## src/rtl/vga_sync_decoder.sv

```systemverilog
// Receive-side VGA timing recovery: tags each sampled pixel with recovered
// coordinates, validates line/frame periods and tracks lock.
module vga_sync_decoder #(
  parameter int unsigned H_DISPLAY    = 640,
  parameter int unsigned H_TOTAL      = 800,
  parameter int unsigned H_SYNC_START = 656,
  parameter int unsigned V_DISPLAY    = 480,
  parameter int unsigned V_TOTAL      = 525,
  parameter int unsigned V_SYNC_START = 490,
  parameter int unsigned LOCK_FRAMES  = 2
) (
  input  logic       clk,
  input  logic       reset,
  input  logic       hsync_in,
  input  logic       vsync_in,
  input  logic [5:0] rgb_in,
  output logic [9:0] hpos,
  output logic [9:0] vpos,
  output logic       display_on,
  output logic [5:0] pix_out,
  output logic       frame_start,
  output logic       locked,
  output logic [7:0] err_count
);

  localparam logic [9:0] HD      = 10'(H_DISPLAY);
  localparam logic [9:0] HT_LAST = 10'(H_TOTAL - 1);
  localparam logic [9:0] HSS     = 10'(H_SYNC_START);
  localparam logic [9:0] VD      = 10'(V_DISPLAY);
  localparam logic [9:0] VT_LAST = 10'(V_TOTAL - 1);
  localparam logic [9:0] VSS     = 10'(V_SYNC_START);
  localparam logic [3:0] LF      = 4'(LOCK_FRAMES);
  localparam logic [7:0] ERR_MAX = 8'hFF;

  typedef enum logic [1:0] {
    HUNT   = 2'd0,
    LINE   = 2'd1,
    FRAME  = 2'd2,
    LOCKED = 2'd3
  } state_t;

  state_t     state, state_nxt;
  logic [3:0] good_frames, good_nxt;
  logic [7:0] err_nxt;

  logic       hs_s1, vs_s1, hs_prev, vs_prev;
  logic [5:0] rgb_s1;
  logic [9:0] h_cnt, v_cnt;

  logic       h_edge, v_edge, bad;
  logic [9:0] h_tag, v_tag, h_nxt, v_nxt;
  logic       in_lock_c, disp_c, fs_c;

  // Stage 1: input capture plus free-running position of the captured sample
  always_ff @(posedge clk) begin
    if (reset) begin
      hs_s1   <= 1'b0;
      vs_s1   <= 1'b0;
      hs_prev <= 1'b0;
      vs_prev <= 1'b0;
      rgb_s1  <= '0;
      h_cnt   <= '0;
      v_cnt   <= '0;
    end else begin
      hs_s1   <= hsync_in;
      vs_s1   <= vsync_in;
      hs_prev <= hs_s1;
      vs_prev <= vs_s1;
      rgb_s1  <= rgb_in;
      h_cnt   <= h_nxt;
      v_cnt   <= v_nxt;
    end
  end

  assign h_edge = hs_prev & ~hs_s1;
  assign v_edge = vs_prev & ~vs_s1;

  // Realigned tag of the stage-1 sample and the counter value for the next one
  always_comb begin
    h_tag = h_cnt;
    v_tag = v_cnt;
    h_nxt = '0;
    v_nxt = '0;
    if (v_edge) begin
      h_tag = '0;
      v_tag = VSS;
    end
    if (h_edge) h_tag = HSS;
    bad = (h_edge && (h_cnt != HSS)) ||
          (v_edge && !((h_cnt == 10'd0) && (v_cnt == VSS)));
    if (h_tag == HT_LAST) begin
      h_nxt = '0;
      v_nxt = (v_tag == VT_LAST) ? 10'd0 : v_tag + 10'd1;
    end else begin
      h_nxt = h_tag + 10'd1;
      v_nxt = v_tag;
    end
  end

  always_ff @(posedge clk) begin
    if (reset) begin
      state       <= HUNT;
      good_frames <= '0;
    end else begin
      state       <= state_nxt;
      good_frames <= good_nxt;
    end
  end

  always_comb begin
    state_nxt = state;
    good_nxt  = good_frames;
    err_nxt   = err_count;
    case (state)
      HUNT:   if (h_edge) state_nxt = LINE;
      LINE: begin
        if (v_edge) begin
          state_nxt = FRAME;
          good_nxt  = '0;
        end
      end
      FRAME: begin
        if (bad) begin
          state_nxt = HUNT;
        end else if (v_edge) begin
          good_nxt = good_frames + 4'd1;
          if (good_frames + 4'd1 == LF) state_nxt = LOCKED;
        end
      end
      LOCKED: begin
        if (bad) begin
          state_nxt = HUNT;
          if (err_count != ERR_MAX) err_nxt = err_count + 8'd1;
        end
      end
      default: state_nxt = HUNT;
    endcase
  end

  // Display qualifiers follow the lock state seen by the stage-1 sample
  always_comb begin
    in_lock_c = (state == LOCKED);
    disp_c    = in_lock_c && (h_tag < HD) && (v_tag < VD);
    fs_c      = in_lock_c && (h_tag == 10'd0) && (v_tag == 10'd0);
  end

  // Stage 2: registered pixel, coordinates and status
  always_ff @(posedge clk) begin
    if (reset) begin
      hpos        <= '0;
      vpos        <= '0;
      display_on  <= 1'b0;
      pix_out     <= '0;
      frame_start <= 1'b0;
      locked      <= 1'b0;
      err_count   <= '0;
    end else begin
      hpos        <= h_tag;
      vpos        <= v_tag;
      display_on  <= disp_c;
      pix_out     <= disp_c ? rgb_s1 : 6'd0;
      frame_start <= fs_c;
      locked      <= in_lock_c;
      err_count   <= err_nxt;
    end
  end

endmodule

```

## config.mk

```make
export PLATFORM = sky130hd
export DESIGN_NAME = vga_sync_decoder
export DESIGN_NICKNAME = d
export VERILOG_FILES = /design/src/rtl/vga_sync_decoder.sv
export SDC_FILE = /design/constraint.sdc
export NUM_CORES = 1
export LEC_CHECK = 0
export ABC_AREA = 0
export CORE_MARGIN = 2
export CORE_UTILIZATION = 45
export CTS_CLUSTER_DIAMETER = 30
export DETAILED_ROUTE_END_ITERATION = 7
export GPL_ROUTABILITY_DRIVEN = 1
export PLACE_DENSITY = 0.78
export SYNTH_ARGS = -nofsm -noshare
export SYNTH_HDL_FRONTEND = slang
export SYNTH_SLANG_ARGS = --single-unit
```

## constraint.sdc

```tcl
create_clock -name clk -period 3.8 [get_ports clk]
set_clock_uncertainty 0.2 [all_clocks]
set_input_delay 0.76 -clock clk [delete_from_list [all_inputs] [get_ports clk]]
set_output_delay 0.76 -clock clk [all_outputs]
set_load 0.005 [all_outputs]
```

==> results by group <==
Power
  • Leak: 1.397 nW
  • VDD IR max: 0.1433 mV
  • Sw power: 0.3320 mW
  • Comb pwr share: 6.9%
  • Pwr Density: 372.0 mW/mm2
  • Switch share: 23.36%
  • Clock share of power: 36.9%
  • Flop pwr share: 56.2%
  • P_int: 1.089 mW

Route
  • Wire per inst: 14.25 um
  • DR pass1 iterations: 4
  • Routed Antenna Nets: 0
  • Avg Vias per Cell: 5.419
  • Post-Route WL: 6869 um
  • Via count: 2612
  • DRC Markers: 0
  • Detailed Route Iter0 Violations: 113

Yosys
  • Post-Syn Instances: 354
  • Ys flop type: dfxtp_1
  • Syn_nets: 371
  • Area of the mapped netlist: 0.003119 mm2
  • Syn Area/Cell: 8.811 um2
  • Number of synthesized flops with an enable pin: 0
  • Register bit total from synthesis: 73
  • Post-synth ARST share: 0%
  • Yosys cell types: 48
  • Register area share after synthesis: 46.85%
  • Ys Warns: 0

Layout
  • Finished Layout Cells: 482
  • Most frequent cells in the layout: dfxtp_1, nor2_1, clkdlybuf4s50_1, nand2_1, nor2b_1
  • Most common cell after layout, fill and taps aside: dfxtp_1
  • Layout area overhead: 22.50%
  • Number of diodes: 0
  • Nets: 416
  • Layout cells sized above 1: 7.463%

Clock network
  • Clock root cell: clkbuf_8
  • Hold-fix buffer count after cts: 0
  • CTS resizes: 0
  • CTS tree: done
  • Clock sinks: 73
  • H-tree levels: 3
  • Bufs on Longest Clock Path: 2
  • Clk pin slew, worst setup/hold paths: 70 ps
  • Clk_lat worst skew: 340 ps
  • CTS Buf Count: 9
  • Setup bufs post-CTS: 0

Floorplan
  • Row Count: 30
  • Initial Utilization: 46.17%
  • # IOs: 47
  • Die height: 87.26 um
  • CORE AREA: 0.006756 mm2
  • Die area: 0.007613 mm2
  • Die W: 87.26 um

Global route
  • First-pass GRT wire length: 11340 um
  • GRT Total Usage: 19.11%
  • Initial antenna violation count: 0
  • Grt ovf: 0
  • Largest net degree at the start of global routing: 27
  • Vias in the first global route: 2470

Setup path
  • R2r endpoint: h_cnt[5]
  • Reg-to-reg startpoint: hs_prev
  • Crit path cell chain: nor2b_1, buf_4, nor2_1, nand2_1, inv_1, ha_1, nand4_1, o21ai_1, or3_1, nor2_1
  • R2R setup slack: 900 ps
  • Critical Path Most Common Cell: nor2_1
  • Crit-path max cell delay: 660 ps
  • CP max FO: 11
  • Worst Setup End Kind: flop
  • Startpoint types: flop
  • Critical path required time: 3830 ps
  • Critical Path AT: 2930 ps
  • Setup CP Type: reg2reg
  • R2R cell count: 10
  • CP max-delay cell: o21ai_1

Flow run
  • MaxCap Viol Count: 0

Place
  • Routability cong.: 0.9186
  • Placed cells: 468
  • Port buffer count: 46
  • Post-DP HPWL: 4861 um

STA
  • Worst slew margin: 58.58%
  • Setup TNS: 0 ps
  • Min Tclk post-route: 2895 ps
  • Hold Vio Cnt, Final: 0
  • RSZ-0062 raised after global routing: no
  • Tcrit/Tclk final: 76.19%
  • Maximum clock rate: 0.3454 GHz
  • Actual slew at the worst max-slew pin: 617.2 ps
  • Final setup viols: 0
  • Max Transition Viols Final: 0

Worst hold path
  • Worst hold path class: reg2reg
  • Hold wc startpoint: rgb_s1[0]
  • Hold Path Stages: 1
  • Hold Path End: pix_out[0]

Run status
  • Status: complete, no violations
cell usage after synthesis, types with 3 or more instances:
cell type / instances / area share, %
o41ai_1: 3 / 0.84
nor2_1: 52 / 6.3
nand3_1: 12 / 1.9
dfxtp_1: 73 / 47
a21oi_1: 12 / 1.9
nand4_1: 12 / 2.4
nor2b_1: 19 / 3.8
and2_1: 14 / 2.8
o21ai_0: 6 / 0.96
xnor2_1: 9 / 2.5
clkbuf_1: 16 / 1.9
xor2_1: 5 / 1.4
a31oi_1: 6 / 1.2
mux2_2: 3 / 1.1
nor3_1: 13 / 2.1
nand2_1: 26 / 3.1
inv_1: 11 / 1.3
nor4_1: 6 / 1.2
ha_1: 7 / 2.8
and3_1: 6 / 1.2
nor3b_1: 4 / 0.96
mux2_1: 5 / 1.8
power by group through the flow:
stage	clock network (mW)	logic, mW	registers, mW
after floorplan	0	0.0603	0.811
after global placement	0	0.0957	0.815
after detailed placement	0	0.0975	0.816
after CTS	0.540	0.0987	0.798
after global routing	0.565	0.109	0.801
final	0.525	0.0982	0.798
layer usage:
metal | share of wire (%) | GRT usage [%] | wire, um | up-vias
met5 | 0 | 0 | 0 | -
met1 | 46 | 24.75 | 3151 | 1211
met3 | 5.2 | 4.550 | 358 | 13
met2 | 47 | 29.89 | 3218 | 69
met4 | 2.1 | 9.231 | 141 | 0
li1 | - | - | - | 1319
final cells by class:
cell class | instances | area [um2]
inverter | 11 | 41.29
timing repair buffer | 51 | 498.0
fill | 589 | 2935
tap | 80 | 100.1
sequential | 73 | 1461
clock inverter | 3 | 17.52
clock buffer | 11 | 151.4
multi-input combinational | 253 | 1551
cells by family after synthesis:
kind of cell,after synthesis,share of synthesized area [%]
AO/OA/AOI/OAI,45,10.23
XOR/XNOR,14,3.931
adder cells (fa/ha/maj),7,2.808
buffers and inverters,28,3.409
flip-flops,73,46.85
multiplexers,8,2.888
AND/OR/NAND/NOR,179,29.88
worst max-delay path by stage:
stage	slack (ps)	end	start
3_3_place_gp	1050	h_cnt[8]	hs_prev
6_report	900	h_cnt[5]	hs_prev
3_5_place_dp	920	h_cnt[8]	hs_prev
4_1_cts	920	h_cnt[5]	hs_prev
2_1_floorplan	890	h_cnt[3]	vs_prev
5_1_grt	640	h_cnt[8]	hs_prev
state kept, by name (all words and copies together) (netlist names), 4 cells and up:
name         cells
h_cnt           10
hpos            10
v_cnt           10
vpos            10
err_count        8
pix_out          6
rgb_s1           6
good_frames      4
per-stage QoR:
stage | setup slack [ps] | hold slack (ps) | area (um2) | power [mW] | util, %
finish | 904.9 | 225.3 | 3821 | 1.421 | 56.56
global route | 641.3 | 252.3 | 3821 | 1.474 | 56.56
CTS | 919.3 | 223.7 | 3821 | 1.437 | 56.56
detailed placement | 915.8 | 210.5 | 3652 | 0.9131 | 54.06
global placement | 1047 | 209.3 | 3652 | 0.9106 | 54.06
floorplan | 888.1 | 205.7 | 3119 | 0.8711 | -
worst max-delay path: cells and delay by family, from the launching register on:
family / cells / cell delay, ps
AO/OA/AOI/OAI: 1 / 660
adder cells (fa/ha/maj): 1 / 220
buffers and inverters: 2 / 250
flip-flops: 1 / 310
AND/OR/NAND/NOR: 6 / 1160
No activity file was read; power rests on OpenSTA's default activity.
==> RTL change 1 (config.mk and constraints unchanged) <==
One comparison of `v_cnt` changes from == to >=.
--- a/src/rtl/vga_sync_decoder.sv
+++ b/src/rtl/vga_sync_decoder.sv
@@ -88,5 +88,5 @@
     if (h_edge) h_tag = HSS;
     bad = (h_edge && (h_cnt != HSS)) ||
-          (v_edge && !((h_cnt == 10'd0) && (v_cnt == VSS)));
+          (v_edge && !((h_cnt == 10'd0) && (v_cnt >= VSS)));
     if (h_tag == HT_LAST) begin
       h_nxt = '0;
Function: same outputs for any inputs over 10 cycles, from zero or initial values and one cycle with reset high; that may be too few to reach the edited logic, so the function may still have changed.
==> RTL change 1 against the original RTL <==
  * Wire length decreased by 3.9%
  * Maximum frequency is 5.6% lower
  * Combinational power up 0.9%
  * Synthesized area increased by 1.5%
  * Critical endpoint is now v_cnt[7]
  * Worst setup slack worse by 0.17 ns
  * Design area rose by 2.2%
  * Core utilization up 0.90 points
  * Die area up 1.5%
  * Power up 5.9%
  * Sequential cell count unchanged
  * Sequential power barely moved
  * Largest cell class unchanged
  * Synthesized cell count shrank 0.85%
==> RTL change 1: results (changes against the original RTL) <==
outcome=finished clean (unchanged); CP Data Arrival Time=3.09 ns (was 2.93 ns); met1 wire length=2950 µm (was 3150 µm); Max VDD drop=260 µV (was 143 µV); Clock Path Buffers=2 (unchanged); Max Used Layer=met4 (unchanged); Yosys cell types=56 (was 48); top cells by area, synth=dfxtp_1, nor2_1, nor2b_1 (unchanged); ANT cells=0 (unchanged); total length of routed wires=6600 µm (was 6870 µm); pre-CTS setup slack=0.790 ns (was 0.916 ns); Post-Syn Instances=351 (was 354); final std cells w/o fill=497 (was 482); PortBufs=46 (unchanged); vias in the first global route=2521 (was 2470); Ys Warns=0 (unchanged); Max transition margin=42.1% (was 58.6%); Lkg Pwr=1.47 nW (was 1.40 nW); post-cts gate resize count=0 (unchanged); CP Max Fanout=11 (unchanged); DP Wirelength=4690 µm (was 4860 µm); WL met3=406 µm (was 358 µm); Worst Hold Class=reg2reg (unchanged); placed cell area=3700 µm² (was 3650 µm²); largest net degree at the start of global routing=53 (was 27); nets@finish=413 (was 416); most used flip-flop cell after synthesis=dfxtp_1 (unchanged); fillcell total=622 (was 589); metal2 WL=3090 µm (was 3220 µm); pwr/cell area=386 nW/µm² (was 372 nW/µm²); GPL Wtd Cong=0.861 (was 0.919); first-pass GRT wire length=11600 µm (was 11300 µm); CP peak stage delay=0.43 ns (was 0.66 ns); Vias/cell=5.30 (was 5.42); latest clock arrival within the worst-skew pair=0.35 ns; Synth top cells by count=dfxtp_1, nor2_1, nand2_1, nor2b_1 (was dfxtp_1, nor2_1, nand2_1, nor2b_1, clkbuf_1); post-synthesis net count=368 (was 371); share of layout cells above drive strength 1=9.73% (was 7.46%); M3 GR Usage=6.13% (was 4.55%); CP max stage cell=o21bai_2 (was o21ai_1); family with the most delay on the worst path=simple AND/OR/NAND/NOR gates (unchanged); CTS root buffer=clkbuf_8 (unchanged); Placed Cells incl. Taps=481 (was 468); global-route met1 utilization=23.8% (was 24.7%); gr usage total=19.3% (was 19.1%); initial drt markers=229 (was 113); register area share after synthesis=46.1% (was 46.9%); GR met2 Demand/Resource=30.6% (was 29.9%)
[RTL change 1: cell count changes after synthesis, moves of 4 or more]
cell      change
mux2_1        -4
a211oi_1      +4
nand2b_1      +6
nand2_1       -5
nor3_1        -7
buf_2         +4
nand4_1       -4
clkbuf_1      -9
[RTL change 1: report_power, final]
group          leakage (nW)  internal, mW  switching, mW
Sequential            0.593         0.783         0.0140
Combinational         0.781        0.0448         0.0543
Clock                0.0962         0.307          0.302
Total                  1.47          1.14          0.370
[RTL change 1: cell families (layout without fill, tap and decap cells)]
kind of cell | after synthesis | in the layout | share of synthesized area, %
simple gates | 178 | 178 | 30.4
flops | 73 | 73 | 46.1
compound gates | 50 | 50 | 11.8
buf+inv | 25 | 75 | 3.28
xor+xnor | 10 | 10 | 2.77
mux | 8 | 8 | 2.81
fa+ha+maj | 7 | 7 | 2.77
[RTL change 1: final cells by class]
class	instances	share of cell area, %
inverter	10	0.962
timing repair buffer	49	12.4
clock buffer	9	3.17
multi-input combinational	253	41.0
tap	96	3.08
clock inverter	7	1.96
sequential	73	37.4
[RTL change 1: worst reg2reg max path: stages, from the launching register on]
cell and delay, ns:
dfxtp_1 0.32, nor2b_1 0.27, nor2_1 0.37, nand2_1 0.17
inv_1 0.10, ha_1 0.21, nand2_1 0.13, nor4b_4 0.38
nand3_1 0.25, o21bai_2 0.43, nor3_1 0.12
[RTL change 1: worst paths after layout]
path / depth (start not counted) / startpoint / end / slack [ns]
worst max-delay path: 10 / hs_prev / v_cnt[7] / 0.73
worst min-delay path: 1 / rgb_s1[4] / pix_out[4] / 0.23
worst max register to register: 10 / hs_prev / v_cnt[7] / 0.73
worst min register to register: 1 / rgb_s1[4] / pix_out[4] / 0.23
==> RTL change 2 (config.mk and constraints unchanged) <==
Without the edit above. Change the parameter `V_TOTAL` from 525 to 262.
--- a/src/rtl/vga_sync_decoder.sv
+++ b/src/rtl/vga_sync_decoder.sv
@@ -6,5 +6,5 @@
   parameter int unsigned H_SYNC_START = 656,
   parameter int unsigned V_DISPLAY    = 480,
-  parameter int unsigned V_TOTAL      = 525,
+  parameter int unsigned V_TOTAL      = 262,
   parameter int unsigned V_SYNC_START = 490,
   parameter int unsigned LOCK_FRAMES  = 2
Formal check against the unedited RTL: same outputs for any inputs over 10 cycles, from zero or initial values and one cycle with reset high; that may be too few to reach the edited logic, so the function may still have changed.
==> RTL change 2 against the original RTL <==
  * Largest power group unchanged
  * Power down 0.70%
  * Design area down 2.1%
  * Worst hold slack about the same
  * Sequential share of layout area up 0.83 points
  * Sequential power about the same
  * Critical path type unchanged
  * Sequential cell count unchanged
  * Wire length down 5.7%
  * Final cell count down 3.9%
  * Worst setup slack worse by 0.33 ns
  * Count of clock-buffer cells in the layout down 1
  * Synthesized area down 2.3%
==> RTL change 2: results (changes against the original RTL) <==
Post-Syn Instances=335 (was 354); initial antenna violation count=0 (unchanged); top cell type's share of synthesized area=48.0% (was 46.9%); ANT cells=0 (unchanged); per-cell routed wire length=14.0 µm (was 14.3 µm); Placed Cells incl. Taps=447 (was 468); hold buffers post-CTS=0 (unchanged); initial drt markers=214 (was 113); Max transition margin=48.2% (was 58.6%); post-synthesis net count=353 (was 371); Vias/cell=5.58 (was 5.42); DP Wirelength=4480 µm (was 4860 µm); H-tree Lvls=3 (unchanged); number of CTS-inserted buffers=9 (unchanged); Worst-path clk slew=0.08 ns; CP Max Fanout=10 (was 11); Clock Path Buffers=2 (unchanged); top cells by area, synth=dfxtp_1, nor2_1, nor2b_1 (unchanged); Ys Warns=0 (unchanged); register area share after synthesis=48.0% (was 46.9%); total length of routed wires=6480 µm (was 6870 µm); outcome=finished clean (unchanged); Max VDD drop=191 µV (was 143 µV); post-CTS setup repair buffer count=0 (unchanged); Lkg Pwr=1.43 nW (was 1.40 nW); Yosys cell types=47 (was 48); largest net degree at the start of global routing=30 (was 27); CTS root buffer=clkbuf_8 (unchanged); nets@finish=399 (was 416); vias in the first global route=2383 (was 2470); ys async rst share=0% (unchanged); GPL Wtd Cong=0.890 (was 0.919); Worst Hold Class=reg2reg (unchanged); 1st-pass router iterations=5 (was 4); gr usage total=18.4% (was 19.1%); most used flip-flop cell after synthesis=dfxtp_1 (unchanged); PortBufs=46 (unchanged); Synth top cells by count=dfxtp_1, nor2_1, nand2_1, nor2b_1, nand3_1 (was dfxtp_1, nor2_1, nand2_1, nor2b_1, clkbuf_1); fillcell total=559 (was 589); CP Data Arrival Time=3.24 ns (was 2.93 ns); placed cell area=3570 µm² (was 3650 µm²); share of layout cells above drive strength 1=8.81% (was 7.46%); first-pass GRT wire length=11000 µm (was 11300 µm); latest clock arrival within the worst-skew pair=0.34 ns (about the same); post-cts gate resize count=0 (unchanged)
-- RTL change 2: cell count changes in the layout (fill, tap and decap cells not counted), moves of 4 or more --
cell | unedited run | this run
nor2_1 | 52 | 44
and2_1 | 14 | 7
a31oi_1 | 6 | 1
mux2_1 | 5 | 0
and3_1 | 6 | 10
mux2_2 | 3 | 7
nor3b_1 | 4 | 0
o21ai_0 | 6 | 2
-- RTL change 2: stage by stage --
| step | util [%] | power (mW) | setup slack, ns |
|---|---|---|---|
| floorplan | - | 0.867 | 1.02 |
| global placement | 55.2 | 0.904 | 0.866 |
| detailed placement | 55.2 | 0.906 | 0.686 |
| CTS | 57.9 | 1.43 | 0.642 |
| global route | 57.9 | 1.48 | 0.278 |
| finish | 57.9 | 1.41 | 0.573 |
-- RTL change 2: layout make-up --
cell class | instances | area share, %
clock buffers | 10 | 3.41
well taps | 77 | 2.58
flip-flops and latches | 73 | 39.1
multi-input cells | 238 | 39.9
clock inverters | 6 | 1.17
inverters | 9 | 0.903
repair buffers | 50 | 13.0
-- RTL change 2: logic make-up (layout without fill, tap and decap cells) --
| logic type | after synthesis | after routing | synth area share, % |
|---|---|---|---|
| fa+ha+maj | 8 | 8 | 3.29 |
| simple gates | 168 | 168 | 29.4 |
| mux | 8 | 8 | 2.92 |
| xor+xnor | 15 | 15 | 4.31 |
| flops | 73 | 73 | 48.0 |
| buf+inv | 24 | 75 | 3.08 |
| compound gates | 39 | 39 | 9.04 |
-- RTL change 2: per-layer routing --
layer / wire length [µm] / share of wire, % / vias up / global-route usage (%)
li1: - / - / 1269 / -
met1: 2990 / 46 / 1207 / 25.2
met2: 2950 / 46 / 96 / 27.8
met3: 420 / 6.5 / 12 / 4.67
met4: 116 / 1.8 / 0 / 7.81
met5: 0 / 0 / - / 0
-- RTL change 2: worst max-delay path, stage by stage (launching register included) --
cell,delay [ns]
dfxtp_1,0.31
nor2b_1,0.12
buf_4,0.16
nor2_1,0.35
nand2_1,0.18
inv_1,0.13
ha_1,0.19
and3_1,0.27
nand3_2,0.21
nor3_1,0.39
a41o_1,0.47
nor3_1,0.11
-- RTL change 2: final timing paths --
check / from / depth (start not counted) / slack, ns / end
min: rgb_s1[1] / 1 / 0.23 / pix_out[1]
max: hs_prev / 11 / 0.57 / v_cnt[1]
max reg2reg: hs_prev / 11 / 0.57 / v_cnt[1]
min reg2reg: rgb_s1[1] / 1 / 0.23 / pix_out[1]
-- RTL change 2: where the power goes --
| part | switching, mW | internal [mW] |
|---|---|---|
| combinational | 0.0500 | 0.0416 |
| clock | 0.284 | 0.238 |
| sequential | 0.0144 | 0.784 |
| total | 0.349 | 1.06 |
